[src/rtl/probe_pkg.sv]
// Shared definitions for the probe buffer family: word width, control states
// and the fill words returned when a read finds nothing to pop.
package probe_pkg;

  localparam int PROBE_W = 64;

  typedef enum logic [1:0] {
    FILL   = 2'd0,
    SEALED = 2'd1,
    DONE   = 2'd2
  } state_e;

  localparam logic [PROBE_W-1:0] FILL_BASE_C = {PROBE_W{1'b1}};
  localparam logic [PROBE_W-1:0] FILL_VAR_C  = {PROBE_W{1'b0}};

  // Base and variant copies answer misses with different words so divergence is visible.
  function automatic logic [PROBE_W-1:0] fill_value(input logic is_variant);
    return is_variant ? FILL_VAR_C : FILL_BASE_C;
  endfunction

endpackage

[src/rtl/probe_replay_buffer_if.sv]
// Harness push handshake and DUT-side read port of the replay buffer.
// The master modport is the harness/DUT side; the buffer takes the slave modport.
interface probe_replay_buffer_if
  import probe_pkg::*;
#(
  parameter int DATA_W = PROBE_W
);
  logic              in_valid;
  logic              in_ready;
  logic [DATA_W-1:0] in_data;
  logic              in_last;
  logic              ren;
  logic              rvalid;
  logic [DATA_W-1:0] rdata;
  logic              rhit;

  modport master (
    output in_valid, in_data, in_last, ren,
    input  in_ready, rvalid, rdata, rhit
  );

  modport slave (
    input  in_valid, in_data, in_last, ren,
    output in_ready, rvalid, rdata, rhit
  );
endinterface

[src/rtl/probe_fifo_mem.sv]
// DEPTH x DATA_W word store with one write port and one registered read port.
// Pointers wrap naturally because DEPTH is a power of two.
module probe_fifo_mem
  import probe_pkg::*;
#(
  parameter int DATA_W = PROBE_W,
  parameter int DEPTH  = 16
) (
  input  logic              clock,
  input  logic              clear,
  input  logic              we,
  input  logic [DATA_W-1:0] wdata,
  input  logic              re,
  output logic [DATA_W-1:0] rdata
);

  localparam int AW = $clog2(DEPTH);

  logic [DATA_W-1:0] mem_r [DEPTH];
  logic [AW-1:0]     wr_ptr_r;
  logic [AW-1:0]     rd_ptr_r;
  logic [DATA_W-1:0] rdata_r;

  always_ff @(posedge clock) begin
    if (clear) begin
      wr_ptr_r <= {AW{1'b0}};
      rd_ptr_r <= {AW{1'b0}};
    end else begin
      if (we) wr_ptr_r <= wr_ptr_r + AW'(1'b1);
      if (re) rd_ptr_r <= rd_ptr_r + AW'(1'b1);
    end
  end

  // Storage and read register carry no reset; the top only trusts rdata after a hit.
  always_ff @(posedge clock) begin
    if (we) mem_r[wr_ptr_r] <= wdata;
    if (re) rdata_r <= mem_r[rd_ptr_r];
  end

  assign rdata = rdata_r;

endmodule

[src/rtl/probe_replay_buffer.sv]
// Host-to-DUT replay FIFO: the harness pushes stimulus words, DUT logic pops them
// with a one-cycle read; empty or finished reads return a per-copy fill word.
module probe_replay_buffer
  import probe_pkg::*;
#(
  parameter int                DATA_W     = PROBE_W,
  parameter int                DEPTH      = 16,
  parameter bit                IS_VARIANT = 1'b0,
  parameter logic [DATA_W-1:0] FILL_BASE  = {DATA_W{1'b1}},
  parameter logic [DATA_W-1:0] FILL_VAR   = {DATA_W{1'b0}}
) (
  input  logic                     clock,
  input  logic                     reset,
  input  logic                     flush,
  probe_replay_buffer_if.slave     bus,
  output logic [$clog2(DEPTH):0]   count,
  output logic [31:0]              miss_count,
  output logic                     done
);

  localparam int                CW       = $clog2(DEPTH) + 1;
  localparam logic [CW-1:0]     DEPTH_C  = CW'(DEPTH);
  localparam logic [DATA_W-1:0] FILL_VAL = IS_VARIANT ? FILL_VAR : FILL_BASE;

  state_e            state_r;
  state_e            state_s;
  logic [CW-1:0]     count_r;
  logic [CW-1:0]     count_s;
  logic [31:0]       miss_r;
  logic              rvalid_r;
  logic              rhit_r;
  logic              done_r;
  logic              clear_s;
  logic              in_ready_s;
  logic              push_s;
  logic              pop_s;
  logic              miss_s;
  logic [DATA_W-1:0] mem_rdata_s;

  assign clear_s    = ~reset | flush;
  assign in_ready_s = (state_r == FILL) && (count_r != DEPTH_C);

  // Handshake decode, occupancy update and next state.
  always_comb begin
    push_s  = bus.in_valid & in_ready_s;
    pop_s   = bus.ren & (count_r != {CW{1'b0}}) & (state_r != DONE);
    miss_s  = bus.ren & ~pop_s;
    count_s = count_r + CW'(push_s) - CW'(pop_s);
    state_s = state_r;
    case (state_r)
      FILL: begin
        if (push_s && bus.in_last) begin
          state_s = (count_s == {CW{1'b0}}) ? DONE : SEALED;
        end else begin
          state_s = FILL;
        end
      end
      SEALED: begin
        if (count_s == {CW{1'b0}}) begin
          state_s = DONE;
        end else begin
          state_s = SEALED;
        end
      end
      DONE:    state_s = DONE;
      default: state_s = FILL;
    endcase
  end

  always_ff @(posedge clock) begin
    if (clear_s) state_r <= FILL;
    else         state_r <= state_s;
  end

  // Counters and the read response; rhit only moves when a read is issued.
  always_ff @(posedge clock) begin
    if (clear_s) begin
      count_r  <= {CW{1'b0}};
      miss_r   <= 32'd0;
      rvalid_r <= 1'b0;
      rhit_r   <= 1'b0;
      done_r   <= 1'b0;
    end else begin
      count_r  <= count_s;
      rvalid_r <= bus.ren;
      done_r   <= (state_s == DONE);
      if (bus.ren) rhit_r <= pop_s;
      if (miss_s && (miss_r != 32'hFFFF_FFFF)) miss_r <= miss_r + 32'd1;
    end
  end

  probe_fifo_mem #(
    .DATA_W (DATA_W),
    .DEPTH  (DEPTH)
  ) u_mem (
    .clock (clock),
    .clear (clear_s),
    .we    (push_s & ~clear_s),
    .wdata (bus.in_data),
    .re    (pop_s & ~clear_s),
    .rdata (mem_rdata_s)
  );

  assign bus.in_ready = in_ready_s;
  assign bus.rvalid   = rvalid_r;
  assign bus.rhit     = rhit_r;
  assign bus.rdata    = rhit_r ? mem_rdata_s : FILL_VAL;
  assign count        = count_r;
  assign miss_count   = miss_r;
  assign done         = done_r;

endmodule
[src/flat_wrapper.sv]
// flat-port wrapper written by rule: the top's interface ports become plain ports
module probe_replay_buffer_flat import probe_pkg::*;
#(
  parameter int                DATA_W     = PROBE_W,
  parameter int                DEPTH      = 16,
  parameter bit                IS_VARIANT = 1'b0,
  parameter logic [DATA_W-1:0] FILL_BASE  = {DATA_W{1'b1}},
  parameter logic [DATA_W-1:0] FILL_VAR   = {DATA_W{1'b0}}
)
  (clock, reset, flush, count, miss_count, done, bus_in_valid, bus_in_data, bus_in_last, bus_ren, bus_in_ready, bus_rvalid, bus_rdata, bus_rhit);
  probe_replay_buffer_if #(.DATA_W(DATA_W)) bus_i ();
  input  logic clock;
  input  logic reset;
  input  logic flush;
  output logic [$clog2(DEPTH):0] count;
  output logic [31:0] miss_count;
  output logic done;
  input wire logic [$bits(bus_i.in_valid)-1:0] bus_in_valid;
  input wire logic [$bits(bus_i.in_data)-1:0] bus_in_data;
  input wire logic [$bits(bus_i.in_last)-1:0] bus_in_last;
  input wire logic [$bits(bus_i.ren)-1:0] bus_ren;
  output wire logic [$bits(bus_i.in_ready)-1:0] bus_in_ready;
  output wire logic [$bits(bus_i.rvalid)-1:0] bus_rvalid;
  output wire logic [$bits(bus_i.rdata)-1:0] bus_rdata;
  output wire logic [$bits(bus_i.rhit)-1:0] bus_rhit;
  assign bus_i.in_valid = bus_in_valid;
  assign bus_i.in_data = bus_in_data;
  assign bus_i.in_last = bus_in_last;
  assign bus_i.ren = bus_ren;
  assign bus_in_ready = bus_i.in_ready;
  assign bus_rvalid = bus_i.rvalid;
  assign bus_rdata = bus_i.rdata;
  assign bus_rhit = bus_i.rhit;
  probe_replay_buffer #(.DATA_W(DATA_W), .DEPTH(DEPTH), .IS_VARIANT(IS_VARIANT), .FILL_BASE(FILL_BASE), .FILL_VAR(FILL_VAR)) u_core (.clock(clock), .reset(reset), .flush(flush), .bus(bus_i), .count(count), .miss_count(miss_count), .done(done));
endmodule
[config.mk]
export PLATFORM = sky130hd
export DESIGN_NAME = probe_replay_buffer_flat
export DESIGN_NICKNAME = d
export VERILOG_FILES = /design/src/rtl/probe_pkg.sv /design/src/rtl/probe_replay_buffer_if.sv /design/src/rtl/probe_fifo_mem.sv /design/src/rtl/probe_replay_buffer.sv /design/src/flat_wrapper.sv
export SDC_FILE = /design/constraint.sdc
export NUM_CORES = 1
export LEC_CHECK = 0
export CAP_MARGIN = 20
export CORE_MARGIN = 5
export CORE_UTILIZATION = 28
export DETAILED_ROUTE_END_ITERATION = 10
export HOLD_SLACK_MARGIN = 0.06
export PLACE_DENSITY = 0.4
export SETUP_SLACK_MARGIN = 0.02
export SYNTH_ARGS = -nofsm -noshare
export SYNTH_HDL_FRONTEND = slang
export SYNTH_SLANG_ARGS = --single-unit
[constraint.sdc]
create_clock -name clock -period 7.85 [get_ports clock]
set_input_delay 0.785 -clock clock [delete_from_list [all_inputs] [get_ports clock]]
set_output_delay 0.785 -clock clock [all_outputs]
set_load 0.005 [all_outputs]
==> out/results.ini <==
[worst_setup_path]
regToRegEndpoint=u_core.u_mem.mem_r[13][51]
crit_arrival_ns=4.12
r2r.worst_path.cells=9
cp_cell_sequence=inv_1 > ha_1 > nor3b_1 > a2111oi_2 > buf_4 > and2_1 > nand2_1 > nor2_4 > buf_4
start_kind=flop
crit_type=reg2reg
cpPeakStageDelay_ns=0.82
critPathCaptureType=flop
setup.worst_path.end=u_core.u_mem.mem_r[13][51]
worst-path-max-fanout=44
r2r-start=u_core.count[3]
required_ns=8.20
startpoint=u_core.count[3]
cp_common_cell=buf_4
cp_slowest_cell=buf_4
r2r_setup_slack_ns=4.08

[worst_hold_path]
hp-start=u_core.miss_count[31]
holdCritPathClass=reg2reg

[timing]
hold_viol=0
drv_slew=0
tightestPinTransition_ns=1.07
clock_skew_ns=0.0180
hold_slack_ns=0.518
setup_tns_ns=0
period_minus_slack_ns=3.77
relSlewSlack_pct=28.4
fmax_ghz=0.265
fin_crit_sh_pct=48.0
setup_viol=0
grt_setup_unrepaired=false

[route]
drtIter0Drc=1233
via_per_inst=4.64
vias=19800
drc_errors=0
wire_per_inst_um=25.1
totalWireLength_um=107000
dr.pass1.iters=5
ant_nets=0

[grt]
top_usage_layer=met2
grt_first_pass_wirelength_um=157000
antenna_found_initial=6
grt_overflow=0
grt_use_met3_pct=2.72
gr-usage-met1_pct=17.6
grt_max_degree=127
grt_pass1_vias=21700
grtUsageMet2_pct=21.9
grtUsageTotal_pct=13.2

[clock_tree]
postCtsSetupRepairBufs=0
clock_path_buffers=3
cts_root_buffer=clkbuf_16
cts_resized=0
clock-sinks=1138
clk_latency_ns=0.74
clkTransAtPathRegs_ns=0.06
cts_tree=yes
numCtsBuffers=133
h-tree-depth=4
cts_hold_buf=0

[placement]
hpwlAfterDp_um=59100
place_congestion=0.706
placed_cells=4037
io_buffers=174

[synth]
synth_area_um2=43300
postSynth.asyncResetShare_pct=0
yosys_warnings=0
yosysSeqAreaShare_pct=77.7
synth_top_flop_cell=edfxtp_1
synth-seq-cells=1138
postSynthAreaPerCell_um2=23.1
netlist-cell-type-count=52
synth_edf_count=1088
netlist_instances=1876
syn_nets=1959

[die]
die_h_um=403
start_util_pct=28.1
dieWidth_um=403
fp.coreArea_um2=154000
dieArea_um2=163000
pin_count=175
rows=144

[layout]
layout_common_cells=edfxtp_1, mux4_2, clkdlybuf4s50_1, clkbuf_16, nand2b_1
nFillCells=14500
regArea_um2=33700
fin_cells=4273
final_nets=2211
layout-drive-gt1-share_pct=25.0
multi_input_area_um2=9310
area_growth_pct=19.3
final_common_cell=edfxtp_1

[power_and_ir_drop]
ir_drop_mv=0.224
powerDensity_nw_per_um2=267
p_leak_uw=0.0152

[outcome]
status=finished, final reports clean

[run]
maxCapViolCount=0

## critical path, delay by kind of cell (launching register included)
kind	cells	cell delay, ns
and+or+nand+nor	4	1.31
buffers and inverters	3	1.12
DFF	1	0.36
AOI/OAI and AO/OA	1	0.35
adders and majority gates	1	0.19
## metrics by stage
step	area (um2)	power (uW)	utilization (%)	setup WS (ns)
6_report	51700	13800	33.6	4.08
5_1_grt	51700	14400	33.6	3.77
4_1_cts	51700	14100	33.6	3.94
3_5_place_dp	47700	8280	31.0	3.47
3_3_place_gp	47700	8270	31.0	3.48
2_1_floorplan	43300	7770	-	1.13
## cells by family after synthesis
group / synth area share [%]
xor+xnor: 0.344
buf+inv: 1.03
simple gates: 2.76
compound gates: 1.02
fa+ha+maj: 0.393
flops: 77.7
mux: 16.7
## how the worst min path moves through the flow
stage	to	slack [ns]	cells after the start
after floorplan	u_core.miss_count[14]	0.49	2
after global placement	u_core.miss_count[31]	0.49	2
after detailed placement	u_core.miss_count[31]	0.51	2
after CTS	u_core.miss_count[31]	0.52	2
after global routing	u_core.miss_count[31]	0.55	2
final	u_core.miss_count[31]	0.52	2
## sequential cells by signal (all words and copies together), names as in the netlist
register	count
u_core.u_mem.mem_r	1024
u_core.u_mem.rdata	64
u_core.miss_count	32
u_core.count	5
u_core.u_mem.rd_ptr_r	4
u_core.u_mem.wr_ptr_r	4
u_core.state_r	2
u_core.bus.rhit	1
u_core.bus.rvalid	1
u_core.done	1
## cell usage after synthesis (6+ instances only)
cell type     n  area share [%]
a21oi_1      28            0.32
and3_1        6           0.087
buf_1        10           0.087
buf_2        27            0.31
clkbuf_1     55            0.48
dfxtp_1      50             2.3
edfxtp_1   1088              75
ha_1         12            0.35
inv_1        16            0.14
mux4_2      320              17
nand2_1      21            0.18
nand2b_1     69             1.0
nand3_1      15            0.17
nand4_1      13            0.19
nor2_1       36            0.31
o21ai_0      10            0.12
o31ai_1       8            0.14
or3_1         9            0.13
or4_1         9            0.16
xnor2_1      10            0.20
xor2_1        7            0.14
## routing by layer
metal	up-vias	share of wire [%]
met4	0	2.4
met1	10800	44
met3	161	4.2
met2	395	50
li1	8491	-
met5	-	0
## power by group
part | internal, uW | switching [uW]
Sequential | 6760 | 72.8
Combinational | 634 | 631
Clock | 3300 | 2400
Total | 10700 | 3100
## final cells by class
| type | instances | area share [%] |
|---|---|---|
| Timing Repair Buffer | 210 | 4.01 |
| Inverter | 16 | 0.116 |
| Tap cell | 2044 | 4.95 |
| Sequential cell | 1138 | 65.2 |
| Clock inverter | 52 | 0.690 |
| Clock buffer | 181 | 7.02 |
| Multi-Input combinational cell | 629 | 18.0 |
| Antenna cell | 3 | 0.0145 |
No activity file was read; power rests on OpenSTA's default activity.
